### src/rtl/uart_tx_word_queue_if.sv
// Word-queue bus: decoder-side push signals, transmitter handshake and status.
// The slave modport is the queue itself; the master modport is whoever drives it.
interface uart_tx_word_queue_if #(
  parameter int AW = 4
);
  logic [63:0] I_data;
  logic        I_data_valid;
  logic        I_clr;
  logic        I_tx_ready;
  logic [63:0] O_data;
  logic        O_data_valid;
  logic [AW:0] O_level;
  logic        O_full;
  logic        O_empty;
  logic        O_overflow;
  logic [15:0] O_drop_cnt;
  logic        O_timeout;

  modport slave (
    input  I_data, I_data_valid, I_clr, I_tx_ready,
    output O_data, O_data_valid, O_level, O_full, O_empty,
           O_overflow, O_drop_cnt, O_timeout
  );

  modport master (
    output I_data, I_data_valid, I_clr, I_tx_ready,
    input  O_data, O_data_valid, O_level, O_full, O_empty,
           O_overflow, O_drop_cnt, O_timeout
  );
endinterface

### src/rtl/uart_tx_word_queue.sv
// Word queue between the ISA decoder and the serial UART word transmitter.
// Buffers decoder words in a FIFO and meters them out one at a time, waiting
// for the transmitter to go busy and idle again, plus a fixed idle gap.
module uart_tx_word_queue #(
  parameter int DEPTH        = 16,
  parameter int AW           = 4,
  parameter int BUSY_TIMEOUT = 64,
  parameter int GAP_CYCLES   = 4
) (
  input logic               I_clk_10M,
  input logic               I_rst_n,
  uart_tx_word_queue_if.slave bus
);

  typedef enum logic [2:0] {
    S_IDLE,
    S_ISSUE,
    S_WAIT_BUSY,
    S_WAIT_IDLE,
    S_GAP
  } state_t;

  localparam logic [AW:0] PTR_ONE    = {{AW{1'b0}}, 1'b1};
  localparam logic [15:0] TIMER_LAST = 16'(BUSY_TIMEOUT - 1);
  localparam logic [15:0] GAP_LAST   = 16'(GAP_CYCLES - 1);

  state_t      state_q, state_d;
  logic [AW:0] wr_ptr_q, wr_ptr_d;
  logic [AW:0] rd_ptr_q, rd_ptr_d;
  logic [AW:0] level_q, level_d;
  logic        full_q, full_d;
  logic        empty_q, empty_d;
  logic        overflow_q, overflow_d;
  logic [15:0] drop_cnt_q, drop_cnt_d;
  logic [15:0] timer_q, timer_d;
  logic [15:0] gap_q, gap_d;
  logic [63:0] data_q, data_d;
  logic        valid_q, valid_d;
  logic        timeout_q, timeout_d;
  logic [63:0] mem_q [DEPTH];

  logic pop;
  logic push_ok;
  logic push_drop;

  // Pointer, occupancy and drop bookkeeping; a pop frees a slot in the same cycle.
  always_comb begin
    pop        = (state_q == S_ISSUE);
    push_ok    = bus.I_data_valid && !bus.I_clr && (!full_q || pop);
    push_drop  = bus.I_data_valid && !bus.I_clr && full_q && !pop;
    wr_ptr_d   = wr_ptr_q;
    rd_ptr_d   = rd_ptr_q;
    overflow_d = overflow_q;
    drop_cnt_d = drop_cnt_q;
    if (bus.I_clr) begin
      wr_ptr_d   = '0;
      rd_ptr_d   = '0;
      overflow_d = 1'b0;
      drop_cnt_d = '0;
    end else begin
      if (push_ok) begin
        wr_ptr_d = wr_ptr_q + PTR_ONE;
      end
      if (pop) begin
        rd_ptr_d = rd_ptr_q + PTR_ONE;
      end
      if (push_drop) begin
        overflow_d = 1'b1;
        if (drop_cnt_q != 16'hFFFF) begin
          drop_cnt_d = drop_cnt_q + 16'd1;
        end
      end
    end
    level_d = wr_ptr_d - rd_ptr_d;
    empty_d = (wr_ptr_d == rd_ptr_d);
    full_d  = (wr_ptr_d[AW] != rd_ptr_d[AW]) &&
              (wr_ptr_d[AW-1:0] == rd_ptr_d[AW-1:0]);
  end

  // Storage array; contents need no reset because the pointers define validity.
  always_ff @(posedge I_clk_10M) begin
    if (push_ok) begin
      mem_q[wr_ptr_q[AW-1:0]] <= bus.I_data;
    end
  end

  // Issue sequencing: next state and next registered outputs.
  always_comb begin
    state_d   = state_q;
    timer_d   = timer_q;
    gap_d     = gap_q;
    data_d    = data_q;
    valid_d   = 1'b0;
    timeout_d = 1'b0;
    case (state_q)
      S_IDLE: begin
        if (!empty_q && bus.I_tx_ready) begin
          state_d = S_ISSUE;
          valid_d = 1'b1;
          data_d  = mem_q[rd_ptr_q[AW-1:0]];
        end
      end
      S_ISSUE: begin
        state_d = S_WAIT_BUSY;
        timer_d = '0;
      end
      S_WAIT_BUSY: begin
        if (!bus.I_tx_ready) begin
          state_d = S_WAIT_IDLE;
        end else if (timer_q == TIMER_LAST) begin
          state_d   = S_GAP;
          timeout_d = 1'b1;
          gap_d     = '0;
        end else begin
          timer_d = timer_q + 16'd1;
        end
      end
      S_WAIT_IDLE: begin
        if (bus.I_tx_ready) begin
          state_d = S_GAP;
          gap_d   = '0;
        end
      end
      S_GAP: begin
        if (GAP_CYCLES <= 1 || gap_q == GAP_LAST) begin
          state_d = S_IDLE;
        end else begin
          gap_d = gap_q + 16'd1;
        end
      end
      default: begin
        state_d = S_IDLE;
      end
    endcase
    if (bus.I_clr) begin
      state_d   = S_IDLE;
      valid_d   = 1'b0;
      timeout_d = 1'b0;
      timer_d   = '0;
      gap_d     = '0;
    end
  end

  // All state and outputs registered; reset aborts any issue and empties the queue.
  always_ff @(posedge I_clk_10M or negedge I_rst_n) begin
    if (!I_rst_n) begin
      state_q    <= S_IDLE;
      wr_ptr_q   <= '0;
      rd_ptr_q   <= '0;
      level_q    <= '0;
      full_q     <= 1'b0;
      empty_q    <= 1'b1;
      overflow_q <= 1'b0;
      drop_cnt_q <= '0;
      timer_q    <= '0;
      gap_q      <= '0;
      data_q     <= '0;
      valid_q    <= 1'b0;
      timeout_q  <= 1'b0;
    end else begin
      state_q    <= state_d;
      wr_ptr_q   <= wr_ptr_d;
      rd_ptr_q   <= rd_ptr_d;
      level_q    <= level_d;
      full_q     <= full_d;
      empty_q    <= empty_d;
      overflow_q <= overflow_d;
      drop_cnt_q <= drop_cnt_d;
      timer_q    <= timer_d;
      gap_q      <= gap_d;
      data_q     <= data_d;
      valid_q    <= valid_d;
      timeout_q  <= timeout_d;
    end
  end

  assign bus.O_data       = data_q;
  assign bus.O_data_valid = valid_q;
  assign bus.O_level      = level_q;
  assign bus.O_full       = full_q;
  assign bus.O_empty      = empty_q;
  assign bus.O_overflow   = overflow_q;
  assign bus.O_drop_cnt   = drop_cnt_q;
  assign bus.O_timeout    = timeout_q;

endmodule

### src/flat_wrapper.sv
// flat-port wrapper written by rule: the top's interface ports become plain ports
module uart_tx_word_queue_flat 
#(
  parameter int DEPTH        = 16,
  parameter int AW           = 4,
  parameter int BUSY_TIMEOUT = 64,
  parameter int GAP_CYCLES   = 4
)
  (I_clk_10M, I_rst_n, bus_I_data, bus_I_data_valid, bus_I_clr, bus_I_tx_ready, bus_O_data, bus_O_data_valid, bus_O_level, bus_O_full, bus_O_empty, bus_O_overflow, bus_O_drop_cnt, bus_O_timeout);
  uart_tx_word_queue_if #(.AW(AW)) bus_i ();
  input logic I_clk_10M;
  input logic I_rst_n;
  input wire logic [$bits(bus_i.I_data)-1:0] bus_I_data;
  input wire logic [$bits(bus_i.I_data_valid)-1:0] bus_I_data_valid;
  input wire logic [$bits(bus_i.I_clr)-1:0] bus_I_clr;
  input wire logic [$bits(bus_i.I_tx_ready)-1:0] bus_I_tx_ready;
  output wire logic [$bits(bus_i.O_data)-1:0] bus_O_data;
  output wire logic [$bits(bus_i.O_data_valid)-1:0] bus_O_data_valid;
  output wire logic [$bits(bus_i.O_level)-1:0] bus_O_level;
  output wire logic [$bits(bus_i.O_full)-1:0] bus_O_full;
  output wire logic [$bits(bus_i.O_empty)-1:0] bus_O_empty;
  output wire logic [$bits(bus_i.O_overflow)-1:0] bus_O_overflow;
  output wire logic [$bits(bus_i.O_drop_cnt)-1:0] bus_O_drop_cnt;
  output wire logic [$bits(bus_i.O_timeout)-1:0] bus_O_timeout;
  assign bus_i.I_data = bus_I_data;
  assign bus_i.I_data_valid = bus_I_data_valid;
  assign bus_i.I_clr = bus_I_clr;
  assign bus_i.I_tx_ready = bus_I_tx_ready;
  assign bus_O_data = bus_i.O_data;
  assign bus_O_data_valid = bus_i.O_data_valid;
  assign bus_O_level = bus_i.O_level;
  assign bus_O_full = bus_i.O_full;
  assign bus_O_empty = bus_i.O_empty;
  assign bus_O_overflow = bus_i.O_overflow;
  assign bus_O_drop_cnt = bus_i.O_drop_cnt;
  assign bus_O_timeout = bus_i.O_timeout;
  uart_tx_word_queue #(.DEPTH(DEPTH), .AW(AW), .BUSY_TIMEOUT(BUSY_TIMEOUT), .GAP_CYCLES(GAP_CYCLES)) u_core (.I_clk_10M(I_clk_10M), .I_rst_n(I_rst_n), .bus(bus_i));
endmodule
### config.mk
export PLATFORM = sky130hd
export DESIGN_NAME = uart_tx_word_queue_flat
export DESIGN_NICKNAME = d
export VERILOG_FILES = /design/src/rtl/uart_tx_word_queue_if.sv /design/src/rtl/uart_tx_word_queue.sv /design/src/flat_wrapper.sv
export SDC_FILE = /design/constraint.sdc
export NUM_CORES = 1
export LEC_CHECK = 0
export CAP_MARGIN = 20
export CELL_PAD_IN_SITES_DETAIL_PLACEMENT = 0
export CELL_PAD_IN_SITES_GLOBAL_PLACEMENT = 1
export CORE_ASPECT_RATIO = 1.4
export CORE_MARGIN = 2
export CORE_UTILIZATION = 49
export DETAILED_ROUTE_END_ITERATION = 12
export PLACE_DENSITY = 0.83
export SYNTH_ARGS = -nofsm -noshare
export SYNTH_HDL_FRONTEND = slang
export SYNTH_SLANG_ARGS = --single-unit
export TNS_END_PERCENT = 30
### constraint.sdc
create_clock -name I_clk_10M -period 6.2 [get_ports I_clk_10M]
set_input_delay 0.93 -clock I_clk_10M [delete_from_list [all_inputs] [get_ports I_clk_10M]]
set_output_delay 0.93 -clock I_clk_10M [all_outputs]
set_load 0.005 [all_outputs]
# [Yosys cells after proc, flatten, opt, wreduce, memory -nomap -nowiden]
# Memory sizes are Yosys's and may differ from the RTL's. A register that Yosys moved wholly into a read port is not among the register bits.
# Index checks and enable logic that the tools add are counted.
[word_totals] reg_bits=71 elab_cells=94 n_memories=1 output_inout_bits=90 ramBits=1024
[memory_table] memory="u_core.mem_q" words=16 width=64 read_ports=1 rd_ports_with_merged_regs=1 wr=1 line_no="uart_tx_word_queue.sv:40" rtl="logic [63:0] mem_q [DEPTH];"
[classes] eq_ne=18 n_addsub=6 muxes=35 reduce_logical=22
[op_table] cell="$mux W16" count=11
[op_table] cell="$add A16 B1 Y16 const B" count=3
[op_table] cell="$pmux W16 S3" count=1
[op_table] cell="$pmux W16 S2" count=1
[op_table] cell="$mux W5" count=4
[op_table] cell="$mux W3" count=6
[op_table] cell="$eq A16 B2 Y1 const B" count=1
[op_table] cell="$eq A16 B6 Y1 const B" count=1
[op_table] cell="$ne A16 B16 Y1 const B" count=1
[op_table] cell="$pmux W3 S5" count=1
[op_table] cell="$ne A3 B3 Y1 const B" count=4
[op_table] cell="$mux W1" count=11
[op_table] cell="$add A5 B1 Y5 const B" count=2
[op_table] cell="$ne A3 B2 Y1 const B" count=3
[op_table] cell="$eq A3 B2 Y1 const B" count=2
[op_table] cell="$logic_and A1 B1 Y1" count=6
[op_table] cell="$eq A5 B5 Y1" count=1
[op_table] cell="$logic_not A1 Y1" count=5
[op_table] cell="$reduce_and A5 Y1" count=1
[op_table] cell="$sub A5 B5 Y5" count=1
[op_table] cell="$eq A4 B4 Y1" count=1
[op_table] cell="$ne A4 B3 Y1 const B" count=1
[op_table] cell="$reduce_and A2 Y1" count=2
[op_table] cell="$reduce_and A4 Y1" count=1
[op_table] cell="other kinds (9)" count=10

# [Depth between registers and ports, before layout]
[depth] word_depth=7 depth_mapped=12 mapped_depth_nobuf=11

# [Worst setup path after synthesis]
# No wires, ideal clock.
[synth_timing] path_type="input to register" startpoint="in bus_I_clr" endpoint="mem u_core.mem_q[3][0] (enable)" cell_stages=5 arrival_time_ps=6120 setup_slack_ps=-485 required_time_ps=5636 setup_time_ps=564 cell_sequence="clkbuf_1 nand2b_1 a21oi_1 nand2_1 nor3_1"
[synth_between] elab_chain_len=5
[synth_rtl] element="from (decl)" line_no="flat_wrapper.sv:15" rtl="input wire logic [$bits(bus_i.I_clr)-1:0] bus_I_clr;"
[synth_rtl] element="$logic_not A1 Y1" line_no="uart_tx_word_queue.sv:49" rtl="push_ok = bus.I_data_valid && !bus.I_clr && (!full_q || pop);"
[synth_rtl] element="$logic_and A1 B1 Y1 (2 in series)" line_no="uart_tx_word_queue.sv:49"
[synth_rtl] element="$mux W1" line_no="uart_tx_word_queue.sv:82" rtl="if (push_ok) begin"
[synth_rtl] element="$mux W1 (implied by the code)" line_no="uart_tx_word_queue.sv:83" rtl="mem_q[wr_ptr_q[AW-1:0]] <= bus.I_data;"
[synth_rtl] element="to (decl)" line_no="uart_tx_word_queue.sv:40"
# Every way passes these cells.

# [Final worst setup path]
[layout_timing] startpoint="reg u_core.state_q[1]" endpoint="mem u_core.mem_q[7][35] (enable)"
[layout_between] elab_chain_len=5
[layout_rtl] element="from (decl)" line_no="uart_tx_word_queue.sv:27" rtl="state_t state_q, state_d;"
[layout_rtl] element="from (signal assigned)" line_no="uart_tx_word_queue.sv:161" rtl="state_q <= state_d;"
[layout_rtl] element="$eq A3 B1 Y1" line_no="uart_tx_word_queue.sv:48" rtl="pop = (state_q == S_ISSUE);"
[layout_rtl] element="$logic_or A1 B1 Y1" line_no="uart_tx_word_queue.sv:49"
[layout_rtl] element="$logic_and A1 B1 Y1" line_no="uart_tx_word_queue.sv:49"
[layout_rtl] element="$mux W1" line_no="uart_tx_word_queue.sv:82"
[layout_rtl] element="$mux W1 (implied by the code)" line_no="uart_tx_word_queue.sv:83"
# Every way passes these cells.

==> impl_metrics.csv <==
group,metric,value,unit
run_status,run_status,"complete, no violations",
yosys,number_of_enable_type_register_cells_in_the_synthesized_netlist,1024,
clock_tree,post_cts.resized_instances,0,
drt,detailroute.via_count,20900,
yosys,syn-instance-count,2005,
yosys,syn_area,44900,µm²
sta,final_min_period_over_clock_period,0.594,
finish,final_net_count,2288,
critical_path,arrival,4040,ps
drt,drt_first_iter_violations,2144,
drt,route.detailed.drc,0,
finish,post_route_cells_drive_above_1_share,0.270,
sta,final.setup.worst_slack,2520,ps
clock_tree,post_cts_setup_driven_buffer_insertion_count,0,
sta,final_hold_violation_count,0,
yosys,post_synth_num_cell_types,56,
critical_path,timing.critical_path.from_type,"flip-flop",
critical_path,reg2reg_setup_slack,2520,ps
sta,max_freq,271,MHz
die,start_util,0.494,
yosys,synth_area_leader_cell,"edfxtp_1",
clock_tree,clkSinkCount,1159,
place,place_ws,2030,ps
yosys,syn_avg_cell_area,22.4,µm²
yosys,synthFlopType,"edfxtp_1",
yosys,mappedNetlistNets,2087,
critical_path,required_time_at_the_endpoint_of_the_critical_path,6560,ps
sta,clock_skew,25.3,ps
clock_tree,holdBufCountCts,0,
critical_path,endpoint,"u_core.mem_q[7][35]$_DFFE_PP_",
yosys,synth_top_cells_by_area,"edfxtp_1 (68%), mux4_2 (15%), dfrtp_1 (7.5%), mux2_2 (1.7%), mux4_1 (0.70%)",
drt,detail_route.wirelength,95500,µm
drt,drt-vias-per-instance,5.97,
place,io_buffer_count,158,
place,finalWeightedCongestion,0.770,
yosys,synth_warnings,0,
yosys,synth.ff_latch_count,1159,
min_path,worst_hold_path_type,"in -> async",
die,fp.dieArea,94100,µm²
power_and_ir_drop,p_per_area,336,nW/µm²
clock_tree,cts_htree_levels,3,
place,placed_cells_incl_taps,3297,
sta,slew_viol_final,0,
sta,worst_hold_slack,326,ps
sta,relative_slew_margins,0.318,
die,die_w,260,µm
run,max_cap_check_violation_count,0,
critical_path,regToRegStartpoint,"u_core.state_q[1]$_DFFE_PN0P_",
die,row_count,131,
power_and_ir_drop,cellLeakagePower,16.2,nW
critical_path,sort_of_element_at_the_end_of_the_critical_path,"flip-flop",
die,number_of_ports_placed_on_the_die_boundary,159,
critical_path,worstRegToRegCells,5,
critical_path,critical_path.startpoint,"u_core.state_q[1]$_DFFE_PN0P_",
sta,setup_repair_after_global_routing_missed_its_margin,"no",
finish,most-common-layout-cells,"edfxtp_1 (1024), mux4_2 (308), clkdlybuf4s50_1 (157)",
sta,period_minus_slack,3680,ps
power_and_ir_drop,irDropWorstVdd,0.300,mV
finish,most_common_cell_after_layout_fill_and_taps_aside,"edfxtp_1",
sta,measured_slew_at_the_worst_slew_check_pin,1020,ps
clock_tree,cts.clk_slew.worst_paths,60,ps
clock_tree,clkLatencyLatePin,690,ps
drt,detail_route.wl_per_cell,27.3,µm
yosys,synth_top_area_share,0.685,
global_routing,largest_net_degree_at_the_start_of_global_routing,132,
clock_tree,cts_tree,"yes",
yosys,synth_async_sr_flop_share,0.116,
drt,drtPass1Iterations,5,
critical_path,timing_worst_setup_path_type,"reg -> reg",
global_routing,grt_util_all_layers,0.208,
place,detailedPlacementHpwl,52700,µm
global_routing,number_of_global_route_vias_before_repair,22300,
drt,postRouteAntennaNets,0,
die,coreArea,91000,µm²
finish,final_cells,3499,
global_routing,grt_pass1_wl,145000,µm
global_routing,grt_antenna_before_repair,14,
clock_tree,clock_tree.root_cell,"clkbuf_16",
critical_path,critical_path.reg2reg.endpoint,"u_core.mem_q[7][35]$_DFFE_PP_",
global_routing,total_congestion_overflow,0,
finish,syn_to_final_growth,14.8,%
critical_path,timing.critical_path.fanout_max,40,
die,chipHeight,362,µm
clock_tree,cts_inserted_buffers,102,
sta,report.final.setup_viol,0,
clock_tree,clock_path_buffers,3,
sta,totalNegativeSetupSlack,0,ps
yosys,ys_seq_area_frac,0.760,
worst min path at each step:
stage | startpoint | end | slack [ps] | cells after the start
6_report | I_rst_n | u_core.bus.O_data[12]$_DFFE_PN0P_ | 330 | 1
5_1_grt | I_rst_n | u_core.bus.O_data[12]$_DFFE_PN0P_ | 390 | 1
3_3_place_gp | u_core.bus.O_data[54]$_DFFE_PN0P_ | u_core.bus.O_data[54]$_DFFE_PN0P_ | 490 | 1
2_1_floorplan | u_core.gap_q[4]$_DFFE_PN0P_ | u_core.gap_q[4]$_DFFE_PN0P_ | 490 | 1
3_5_place_dp | u_core.bus.O_data[33]$_DFFE_PN0P_ | u_core.bus.O_data[33]$_DFFE_PN0P_ | 490 | 1
4_1_cts | I_rst_n | u_core.bus.O_data[12]$_DFFE_PN0P_ | 340 | 1
layout make-up:
class	instances	area (µm²)
antenna	8	20.0
clock buffer	113	2610
clock inverter	79	891
fill	6395	39400
inverter	14	52.6
multi-input combinational	731	10300
sequential	1159	34100
tap	1197	1500
timing repair buffer	198	2070
critical path, cell delays in order (launching register included):
cell	delay, ps
dfrtp_1	500
or3b_1	680
a21oi_1	600
nand2_1	360
nor2_4	810
buf_12	370
metal layers:
metal	global-route usage	share of wire
met1	0.274	0.39
met2	0.353	0.52
met3	0.0336	0.061
met4	0.0719	0.026
met5	0	0.00058
flip-flops by register name, indices dropped and copies added (netlist names):
signal and count:
u_core.bus.O_data 64, u_core.bus.O_data_valid 1, u_core.bus.O_drop_cnt 16, u_core.bus.O_empty 1, u_core.bus.O_full 1, u_core.bus.O_level 5, u_core.bus.O_overflow 1, u_core.bus.O_timeout 1
u_core.gap_q 16, u_core.mem_q 1024, u_core.rd_ptr_q 5, u_core.state_q 3, u_core.timer_q 16, u_core.wr_ptr_q 5
report_power, final:
| part | switching [mW] | leakage, nW | total, mW | internal [mW] |
|---|---|---|---|---|
| Sequential | 0.187 | 11.0 | 8.98 | 8.79 |
| Combinational | 0.741 | 3.53 | 1.81 | 1.06 |
| Clock | 2.92 | 1.69 | 6.57 | 3.65 |
| Total | 3.85 | 16.2 | 17.3 | 13.5 |
cell usage after synthesis, drive strengths merged (6+ instances only):
cell / n
nand2: 41
mux2i: 7
clkbuf: 58
xnor2: 15
nand2b: 6
nand4: 21
ha: 12
nor2: 50
mux2: 66
mux4: 320
o31ai: 11
dfrtp: 134
a22o: 7
nor2b: 8
and3: 6
a21oi: 20
o211ai: 6
inv: 14
and4: 6
o21ai: 20
buf: 43
edfxtp: 1024
a211oi: 9
nand3: 21
xor2: 7
a31oi: 9
nor3: 14
kinds of logic after synthesis:
family / after synthesis / share of synthesized area
DFF: 1159 / 0.760
AOI/OAI and AO/OA: 100 / 0.0148
adders and majority gates: 13 / 0.00379
and+or+nand+nor: 203 / 0.0232
buffers and inverters: 115 / 0.0145
muxes: 393 / 0.180
xor gates and xnor gates: 22 / 0.00429
per-stage QoR:
| stage | area [µm²] | power (mW) | util |
|---|---|---|---|
| after floorplan | 44900 | 10.1 | - |
| after global placement | 48000 | 10.9 | 0.528 |
| after detailed placement | 48000 | 11.0 | 0.528 |
| after CTS | 51500 | 17.5 | 0.566 |
| after global routing | 51600 | 17.9 | 0.567 |
| final | 51600 | 17.3 | 0.567 |
Note: power is estimated with default switching activity, not from simulation.
